<file path="config.mk">
export PLATFORM = sky130hd
export DESIGN_NAME = multicycle_ctrl
export DESIGN_NICKNAME = d
export VERILOG_FILES = /design/src/rtl/multicycle_ctrl.sv
export SDC_FILE = /design/constraint.sdc
export NUM_CORES = 1
export LEC_CHECK = 0
export BUFFER_PORTS_ARGS = -buffer_cell sky130_fd_sc_hd__buf_2
export CAP_MARGIN = 20
export CELL_PAD_IN_SITES_DETAIL_PLACEMENT = 0
export CELL_PAD_IN_SITES_GLOBAL_PLACEMENT = 1
export CORE_MARGIN = 2
export CORE_UTILIZATION = 32
export DETAILED_ROUTE_END_ITERATION = 6
export PLACE_DENSITY_LB_ADDON = 0.1
export SYNTH_ARGS = -nofsm -noshare
export SYNTH_HDL_FRONTEND = slang
export SYNTH_SLANG_ARGS = --single-unit
</file>
<file path="constraint.sdc">
create_clock -name clk -period 2 [get_ports clk]
set_input_delay 0.1 -clock clk [delete_from_list [all_inputs] [get_ports clk]]
set_output_delay 0.1 -clock clk [all_outputs]
set_load 0.02 [all_outputs]
</file>
<file path="src/rtl/multicycle_ctrl.sv">
// Multi-cycle control unit: fetch/decode/execute/mem-wait/writeback sequencing with memory-ready handshake.
// Optional retired-instruction counter built only when CTRL_PERF_CNT_EN is defined.
module multicycle_ctrl #(
  parameter int OPCODE_W    = 5,
  parameter int MEM_TIMEOUT = 15,
  parameter int CNT_W       = 16
) (
  input  logic                clk,
  input  logic                reset,
  input  logic                start,
  input  logic                halt_req,
  input  logic [OPCODE_W-1:0] opcode,
  input  logic                mem_ready,
  output logic                ir_load,
  output logic                pc_enable,
  output logic                MemRead,
  output logic                MemWrite,
  output logic                mem_sel,
  output logic                RegWrite,
  output logic                RegDst,
  output logic [2:0]          WBSrc,
  output logic                BSrc,
  output logic                ALUOp,
  output logic                ExtSel,
  output logic                NZ,
  output logic                PCSrc,
  output logic                BrSrc,
  output logic [1:0]          br_sel,
  output logic                busy,
  output logic                illegal,
  output logic                mem_timeout,
  output logic [CNT_W-1:0]    retired_cnt
);

  typedef enum logic [2:0] {
    IDLE, FETCH, FETCH_WAIT, DECODE, EXECUTE, MEM_WAIT, WRITEBACK, HALT
  } state_t;

  localparam int WAIT_W = (MEM_TIMEOUT > 1) ? $clog2(MEM_TIMEOUT) : 1;
  localparam logic [WAIT_W-1:0] WAIT_LAST = WAIT_W'(MEM_TIMEOUT - 1);

  state_t            state_q, state_d;
  logic [WAIT_W-1:0] waitCnt_q, waitCnt_d;
  logic              illegal_q, illegal_d;
  logic              timeout_q, timeout_d;

  logic [OPCODE_W-1:0] opHigh;
  logic [4:0]          op5;
  logic                decLegal, decRegWrite, decRegDst, decBSrc, decALUOp;
  logic                decExtSel, decNZ, decPCSrc, decBrSrc, decLd, decSt;
  logic [2:0]          decWBSrc;
  logic [1:0]          decBrSel;

  assign opHigh = opcode >> 5;
  assign op5    = opcode[4:0];

  always_comb begin
    decLegal    = 1'b1;
    decRegWrite = 1'b0;
    decRegDst   = 1'b0;
    decWBSrc    = 3'b001;
    decBSrc     = 1'b0;
    decALUOp    = 1'b0;
    decExtSel   = 1'b0;
    decNZ       = 1'b0;
    decPCSrc    = 1'b0;
    decBrSrc    = 1'b0;
    decBrSel    = 2'd0;
    decLd       = 1'b0;
    decSt       = 1'b0;
    case (op5)
      5'b00000: begin decRegWrite = 1'b1; decWBSrc = 3'b011; end
      5'b00001: begin decRegWrite = 1'b1; decNZ = 1'b1; end
      5'b10001: begin decRegWrite = 1'b1; decNZ = 1'b1; decBSrc = 1'b1; end
      5'b00010: begin decRegWrite = 1'b1; decNZ = 1'b1; decALUOp = 1'b1; end
      5'b10010: begin decRegWrite = 1'b1; decNZ = 1'b1; decALUOp = 1'b1; decBSrc = 1'b1; end
      5'b00011: begin decNZ = 1'b1; decALUOp = 1'b1; end
      5'b10011: begin decNZ = 1'b1; decALUOp = 1'b1; decBSrc = 1'b1; end
      5'b00100: begin decRegWrite = 1'b1; decWBSrc = 3'b000; decLd = 1'b1; end
      5'b00101: decSt = 1'b1;
      5'b10000: begin decRegWrite = 1'b1; decWBSrc = 3'b100; decBSrc = 1'b1; end
      5'b10110: begin decRegWrite = 1'b1; decWBSrc = 3'b101; decBSrc = 1'b1; end
      5'b01000: decPCSrc = 1'b1;
      5'b01001: begin decPCSrc = 1'b1; decBrSel = 2'd1; end
      5'b01010: begin decPCSrc = 1'b1; decBrSel = 2'd2; end
      5'b01100: begin
        decPCSrc = 1'b1; decRegWrite = 1'b1; decRegDst = 1'b1; decWBSrc = 3'b010;
      end
      5'b11000: begin decPCSrc = 1'b1; decBrSrc = 1'b1; decExtSel = 1'b1; end
      5'b11001: begin decPCSrc = 1'b1; decBrSrc = 1'b1; decExtSel = 1'b1; decBrSel = 2'd1; end
      5'b11010: begin decPCSrc = 1'b1; decBrSrc = 1'b1; decExtSel = 1'b1; decBrSel = 2'd2; end
      5'b11100: begin
        decPCSrc = 1'b1; decBrSrc = 1'b1; decExtSel = 1'b1;
        decRegWrite = 1'b1; decRegDst = 1'b1; decWBSrc = 3'b010;
      end
      default: decLegal = 1'b0;
    endcase
    if (opHigh != '0) decLegal = 1'b0;
  end

  // Both wait states share one counter; mem_ready on the last allowed cycle still wins.
  always_comb begin
    state_d   = state_q;
    waitCnt_d = waitCnt_q;
    illegal_d = illegal_q;
    timeout_d = timeout_q;
    case (state_q)
      IDLE:      if (start) state_d = FETCH;
      FETCH:     begin state_d = FETCH_WAIT; waitCnt_d = '0; end
      FETCH_WAIT, MEM_WAIT: begin
        if (mem_ready) begin
          state_d = (state_q == FETCH_WAIT) ? DECODE : WRITEBACK;
        end else if (waitCnt_q == WAIT_LAST) begin
          state_d   = HALT;
          timeout_d = 1'b1;
        end else begin
          waitCnt_d = waitCnt_q + 1'b1;
        end
      end
      DECODE: begin
        if (decLegal) begin
          state_d = EXECUTE;
        end else begin
          state_d   = HALT;
          illegal_d = 1'b1;
        end
      end
      EXECUTE: begin
        if (decLd || decSt) begin
          state_d   = MEM_WAIT;
          waitCnt_d = '0;
        end else begin
          state_d = WRITEBACK;
        end
      end
      WRITEBACK: state_d = halt_req ? IDLE : FETCH;
      HALT:      state_d = HALT;
      default:   state_d = IDLE;
    endcase
  end

  always_ff @(posedge clk) begin
    if (!reset) begin
      state_q   <= IDLE;
      waitCnt_q <= '0;
      illegal_q <= 1'b0;
      timeout_q <= 1'b0;
    end else begin
      state_q   <= state_d;
      waitCnt_q <= waitCnt_d;
      illegal_q <= illegal_d;
      timeout_q <= timeout_d;
    end
  end

  always_comb begin
    ir_load   = 1'b0;
    pc_enable = 1'b0;
    MemRead   = 1'b0;
    MemWrite  = 1'b0;
    mem_sel   = 1'b0;
    RegWrite  = 1'b0;
    RegDst    = 1'b0;
    WBSrc     = 3'b001;
    BSrc      = 1'b0;
    ALUOp     = 1'b0;
    ExtSel    = 1'b0;
    NZ        = 1'b0;
    PCSrc     = 1'b0;
    BrSrc     = 1'b0;
    br_sel    = 2'd0;
    case (state_q)
      FETCH:      MemRead = 1'b1;
      FETCH_WAIT: begin MemRead = 1'b1; ir_load = mem_ready; end
      EXECUTE: begin
        ALUOp    = decALUOp;
        BSrc     = decBSrc;
        ExtSel   = decExtSel;
        NZ       = decNZ;
        MemRead  = decLd;
        MemWrite = decSt;
        mem_sel  = decLd | decSt;
      end
      MEM_WAIT: begin
        MemRead  = decLd;
        MemWrite = decSt;
        mem_sel  = 1'b1;
      end
      // ExtSel stays live here so the PC-relative target uses the imm11 extension.
      WRITEBACK: begin
        pc_enable = 1'b1;
        RegWrite  = decRegWrite;
        RegDst    = decRegDst;
        WBSrc     = decWBSrc;
        PCSrc     = decPCSrc;
        BrSrc     = decBrSrc;
        br_sel    = decBrSel;
        ExtSel    = decExtSel;
      end
      default: ;
    endcase
  end

  assign busy        = (state_q != IDLE) && (state_q != HALT);
  assign illegal     = illegal_q;
  assign mem_timeout = timeout_q;

`ifdef CTRL_PERF_CNT_EN
  logic [CNT_W-1:0] retCnt_q;

  always_ff @(posedge clk) begin
    if (!reset) begin
      retCnt_q <= '0;
    end else if (state_q == WRITEBACK) begin
      retCnt_q <= retCnt_q + 1'b1;
    end
  end

  assign retired_cnt = retCnt_q;
`else
  assign retired_cnt = '0;
`endif

endmodule

</file>
==> impl_metrics.ini, run 1 <==
[timing]
setup_violations = 0
worst_pin_slew_ns = 0.583
finalHoldViolations = 0
fin_worst_skew_ns = 0.00274
slew_violations = 0
fin_setup_tns_ns = 0
period_share_pct = 91.8
whs_ns = 0.142
max_slew_margin_pct = 60.6
clock.fmax_ghz = 0.545
rsz0062_at_grt = no
fin_crit_ns = 1.84

[clocking]
clkSlewWorstSetupHoldPaths_ns = 0.06
cts_tree = done
clock_latency_ns = 0.26
cts_buffers = 3
cts_hold_buf = 0
cts.sink_count = 9
clock_path_buffers = 2
htree_levels = 1
cts_root_buf = clkbuf_4

[synth]
synth-edff-count = 0
yosys-top-cells-area = dfxtp_1 (18%), buf_4 (13%), a21oi_1 (5.5%), nand2_1 (3.7%), nor2_1 (3.4%)
synth_top_family_by_area = simple AND/OR/NAND/NOR gates
yosys_warnings = 0
synth_top_area_cell = dfxtp_1
ys_ff_latch = 9
ys_types = 45
netlist.area_leader.share_pct = 17.9
yosysSeqAreaShare_pct = 17.9
synthesis.area_um2 = 1010
synth_xor_area_share_pct = 2.61
syn_avg_cell_area_um2 = 7.46
syn_inst = 135
ys_async_sr_fraction_pct = 0
synth_compound_area_share_pct = 24.7
synth_fa_ha_area_share_pct = 3.48
synthFlopType = dfxtp_1
synthMuxAreaShare_pct = 1.99
synth_simple_gate_area_share_pct = 29.9

[global_routing]
grt_pass1_wl_um = 3930
antenna_found_initial = 0
grt_pass1_vias = 889
track_usage_pct = 13.9
grt_start_max_net_pins = 17
overflow = 0

[placed_design]
port_buffers = 30
dp.final_hpwl_um = 1940
gp_congestion = 0.781

[cells_and_area]
nets = 175
diodes = 0
layout-drive-gt1-share_pct = 27.2
area_growth_pct = 13.7

[floorplan]
die_area_um2 = 3610
io-pin-count = 47
rows = 20
fp.dieH_um = 60.1
dieWidth_um = 60.1
start_util_pct = 33.3
core-area_um2 = 3030

[power_and_ir_drop]
comb_power_share_pct = 30.8
p_seq_share_pct = 39.9
p_sw_w = 0.000174
irDropWorstVdd_mv = 0.222
powerDensity_nw_per_um2 = 422
p_clk_share_pct = 29.3
power_w = 0.000483
internal-power_w = 0.000309
p_sw_share_pct = 36.0
power_leakage_nw = 0.511

[setup_path]
critPathMaxFanout = 14
cp_cell_sequence = or3b_1 -> nor4b_1 -> buf_2
slowest_stage = or3b_1
crit_family = simple AND/OR/NAND/NOR gates
cp-end-kind = output pin
cp.required_ns = 1.90
max_stage_delay_ns = 0.51
worstSetupStartpointType = flop
cp.arrival_ns = 1.74
crit_type = reg -> out
critPathBufInv = 1

[routing]
vias_per_cell = 4.83
drt_pass1_iterations = 4
antenna_left = 0
finalWirelength_um = 2410
drc_errors = 0
vias = 995
drt_iter0_drc = 36
wire_per_inst_um = 11.7

[job]
drv_cap = 0

[status]
outcome = completed

[min_path]
hold_path_class = in -> reg
## power by group through the flow
stage               Clock, W  Sequential (W)  Combinational (W)
detailed placement         0        0.000198           0.000148
global route        0.000157        0.000195           0.000166
CTS                 0.000150        0.000194           0.000149
floorplan                  0        0.000190           0.000146
global placement           0        0.000198           0.000150
finish              0.000142        0.000193           0.000149
## flip-flops by register name, indices dropped and copies added (netlist names)
| name | count |
|---|---|
| waitCnt_q | 4 |
| state_q | 3 |
| illegal | 1 |
| mem_timeout | 1 |
## per-layer routing
metal / GRT usage [%] / wire length (µm) / up-vias
met3: 2.60 / 47 / 0
li1: - / - / 511
met2: 21.6 / 1230 / 15
met4: 2.86 / 0 / 0
met1: 19.8 / 1130 / 469
met5: 0 / 0 / -
## stage by stage
step / instances / area (µm²) / setup WS, ns / utilization, %
after floorplan: 150 / 1060 / 0.130 / -
after global placement: 202 / 1110 / 0.296 / 36.8
after detailed placement: 202 / 1110 / 0.256 / 36.8
after CTS: 206 / 1140 / 0.117 / 37.7
after global routing: 206 / 1140 / 0.00941 / 37.8
final: 206 / 1140 / 0.165 / 37.8
## cell usage in the layout, fill, tap and decap left out, drive strengths merged, types with 2 or more instances in the layout
master / instances
buf: 32
conb: 16
a21oi: 12
nand2: 10
nor2: 9
dfxtp: 9
inv: 6
nand3: 5
o21ai: 5
nor4: 4
a211oi: 4
clkbuf: 4
nor2b: 3
or2b: 3
a31oi: 3
nand2b: 2
nor3b: 2
nor4b: 2
nor3: 2
xnor2: 2
or3b: 2
and3: 2
a2111oi: 2
mux2i: 2
ha: 2
## logic make-up (layout without fill, tap and decap cells)
logic type,after synthesis,in the layout
AND/OR/NAND/NOR,52,52
AO/OA/AOI/OAI,35,35
buffers and inverters,30,42
flip-flops,9,9
adder cells (fa/ha/maj),3,3
XOR/XNOR,3,3
multiplexers,2,2
other,1,16
## repair_timing
action                     in CTS  in global routing
setup buffers                   0                  0
resized for setup               1                  1
pin swaps                       0                  0
setup endpoints to repair       1                  1
## final timing paths
check | depth (start not counted) | from | end | slack (ns)
min | 3 | reset | state_q[0] | 0.14
max reg2reg | 4 | state_q[1] | waitCnt_q[1] | 0.30
min reg2reg | 2 | illegal | illegal | 0.44
max | 3 | state_q[0] | ALUOp | 0.16
## final cells by class
type,instances,area (µm²)
timing repair buffer,32,165
multi-input combinational,111,692
sequential,9,184
tap,44,55.1
fill,334,1880
inverter,6,22.5
clock buffer,4,26.3
## synth_stat cells, types with 2 or more instances
master / number
a2111oi_0: 2
a211oi_1: 4
a21oi_1: 11
a31oi_1: 3
and3_1: 2
buf_2: 3
buf_4: 18
clkbuf_1: 2
dfxtp_1: 9
ha_1: 2
inv_1: 6
mux2i_1: 2
nand2_1: 10
nand2b_1: 2
nand3_1: 5
nor2_1: 9
nor2b_1: 3
nor3_1: 2
nor3b_1: 2
nor4_1: 4
nor4b_1: 2
o21ai_0: 5
or2b_1: 3
or3b_1: 2
xnor2_1: 2
## worst min-delay path, stage by stage
cell and delay, ns:
buf_2 0.12, o311ai_0 0.08, a21oi_1 0.05
Note: power is estimated with default switching activity, not from simulation.
==> run 2, diff against run 1 <==
REMOVE_ABC_BUFFERS = 1   (was unset)
==> impl_metrics.ini, run 2 (synthesized netlist as in run 1, its figures left out) <==
[status]
outcome = completed

[power_and_ir_drop]
irDropWorstVdd_mv = 0.149
power_w = 0.000485
powerDensity_nw_per_um2 = 424
power_leakage_nw = 0.510

[cells_and_area]
diodes = 0
final_cells = 206
largest_register = waitCnt_q
layout_commonest_cell = buf_2
area_growth_pct = 13.7
layout-drive-gt1-share_pct = 27.8
largest_reg_flops = 4
final_util_pct = 37.8
final_cell_mix = buf_2 (30), conb_1 (16), a21oi_1 (11), nand2_1 (10), nor2_1 (9)
nets = 175
top_regs = waitCnt_q x4, state_q x3

[setup_path]
worstSetupStartpointType = flop
r2r-end = waitCnt_q[1]
r2r_slack_ns = 0.32
rr_startpoint = state_q[1]
critPathMaxFanout = 14
crit_type = reg -> out
cp.arrival_ns = 1.74
r2r_cells = 4
cp.required_ns = 1.90
crit_start = state_q[0]
cp-end-kind = output pin
critPathCapture = ALUOp

[global_routing]
overflow = 0
grt_pass1_wl_um = 3820
antenna_found_initial = 0
track_usage_pct = 13.7
grt_pass1_vias = 890
grt_start_max_net_pins = 17

[timing]
fin_worst_skew_ns = 0.00573
setup_violations = 0
worst_pin_slew_ns = 0.619
period_share_pct = 92.2
finalHoldViolations = 0
fin_crit_ns = 1.84
slew_violations = 0
fin_setup_tns_ns = 0
rsz0062_at_grt = no
max_slew_margin_pct = 58.2
clock.fmax_ghz = 0.543

[floorplan]
fp.dieH_um = 60.1
io-pin-count = 47
rows = 20
start_util_pct = 33.3
dieWidth_um = 60.1
core-area_um2 = 3030
die_area_um2 = 3610

[routing]
finalWirelength_um = 2400
antenna_left = 0
drt_pass1_iterations = 4
drc_errors = 0
drt_iter0_drc = 46
vias_per_cell = 4.90
wire_per_inst_um = 11.6
vias = 1010

[clocking]
clock_latency_ns = 0.26
clock_path_buffers = 2
cts.sink_count = 9
clkSlewWorstSetupHoldPaths_ns = 0.06
cts_resized = 0
htree_levels = 1
cts_buffers = 3
cts_root_buf = clkbuf_4
cts_tree = done
cts_hold_buf = 0
cts_setup_buffers = 0

[job]
drv_cap = 0

[placed_design]
dp.final_hpwl_um = 1890
gp_congestion = 0.759
placed_cells_incl_taps = 202
port_buffers = 30

[min_path]
hold_path_class = in -> reg
run 2: cell types whose count changed in the layout (fill, tap and decap cells not counted):
cell	before	now
dfxtp_2	0	1
dfxtp_4	1	0
nor2b_1	3	2
nor2b_2	0	1
run 2: per-stage QoR:
stage          area, µm²  hold slack, ns  setup WS (ns)
6_report            1140           0.151          0.157
5_1_grt             1140           0.176        0.00875
4_1_cts             1140           0.138        0.00786
3_3_place_gp        1110           0.410          0.283
2_1_floorplan        895           0.255          0.105
3_5_place_dp        1110           0.416          0.232
run 2: critical path, stage by stage, from the launching register on:
cell,delay [ns]
dfxtp_1,0.44
or3b_1,0.51
nor4b_1,0.32
buf_2,0.22
run 2: how the worst min path moves through the flow:
stage                       endpoint  slack (ns)  start  cells past startpoint
after floorplan           state_q[0]        0.25  reset                      2
after global placement    state_q[0]        0.41  reset                      3
after detailed placement  state_q[0]        0.42  reset                      3
after CTS                 state_q[0]        0.14  reset                      3
after global routing      state_q[0]        0.18  reset                      3
final                     state_q[0]        0.15  reset                      3
run 2: per-layer routing:
metal	share of wire (%)	wire [µm]	GRT usage [%]	vias up
li1	-	-	-	509
met1	46	1090	17.6	477
met2	50	1200	22.5	22
met3	3.4	81	3.68	2
met4	0.88	21	3.81	0
met5	0	0	0	-
run 2: area by class of cell:
class / instances / area (µm²)
Clock buffer: 4 / 26.3
Timing Repair Buffer: 32 / 165
Fill cell: 340 / 1880
Tap cell: 44 / 55.1
Multi-Input combinational cell: 111 / 694
Sequential cell: 9 / 181
Inverter: 6 / 22.5
run 2: power by group:
part | switching (W) | internal [W] | total, W
sequential | 0.0000115 | 0.000183 | 0.000195
clock | 0.0000654 | 0.0000770 | 0.000142
combinational | 0.0000976 | 0.0000505 | 0.000148
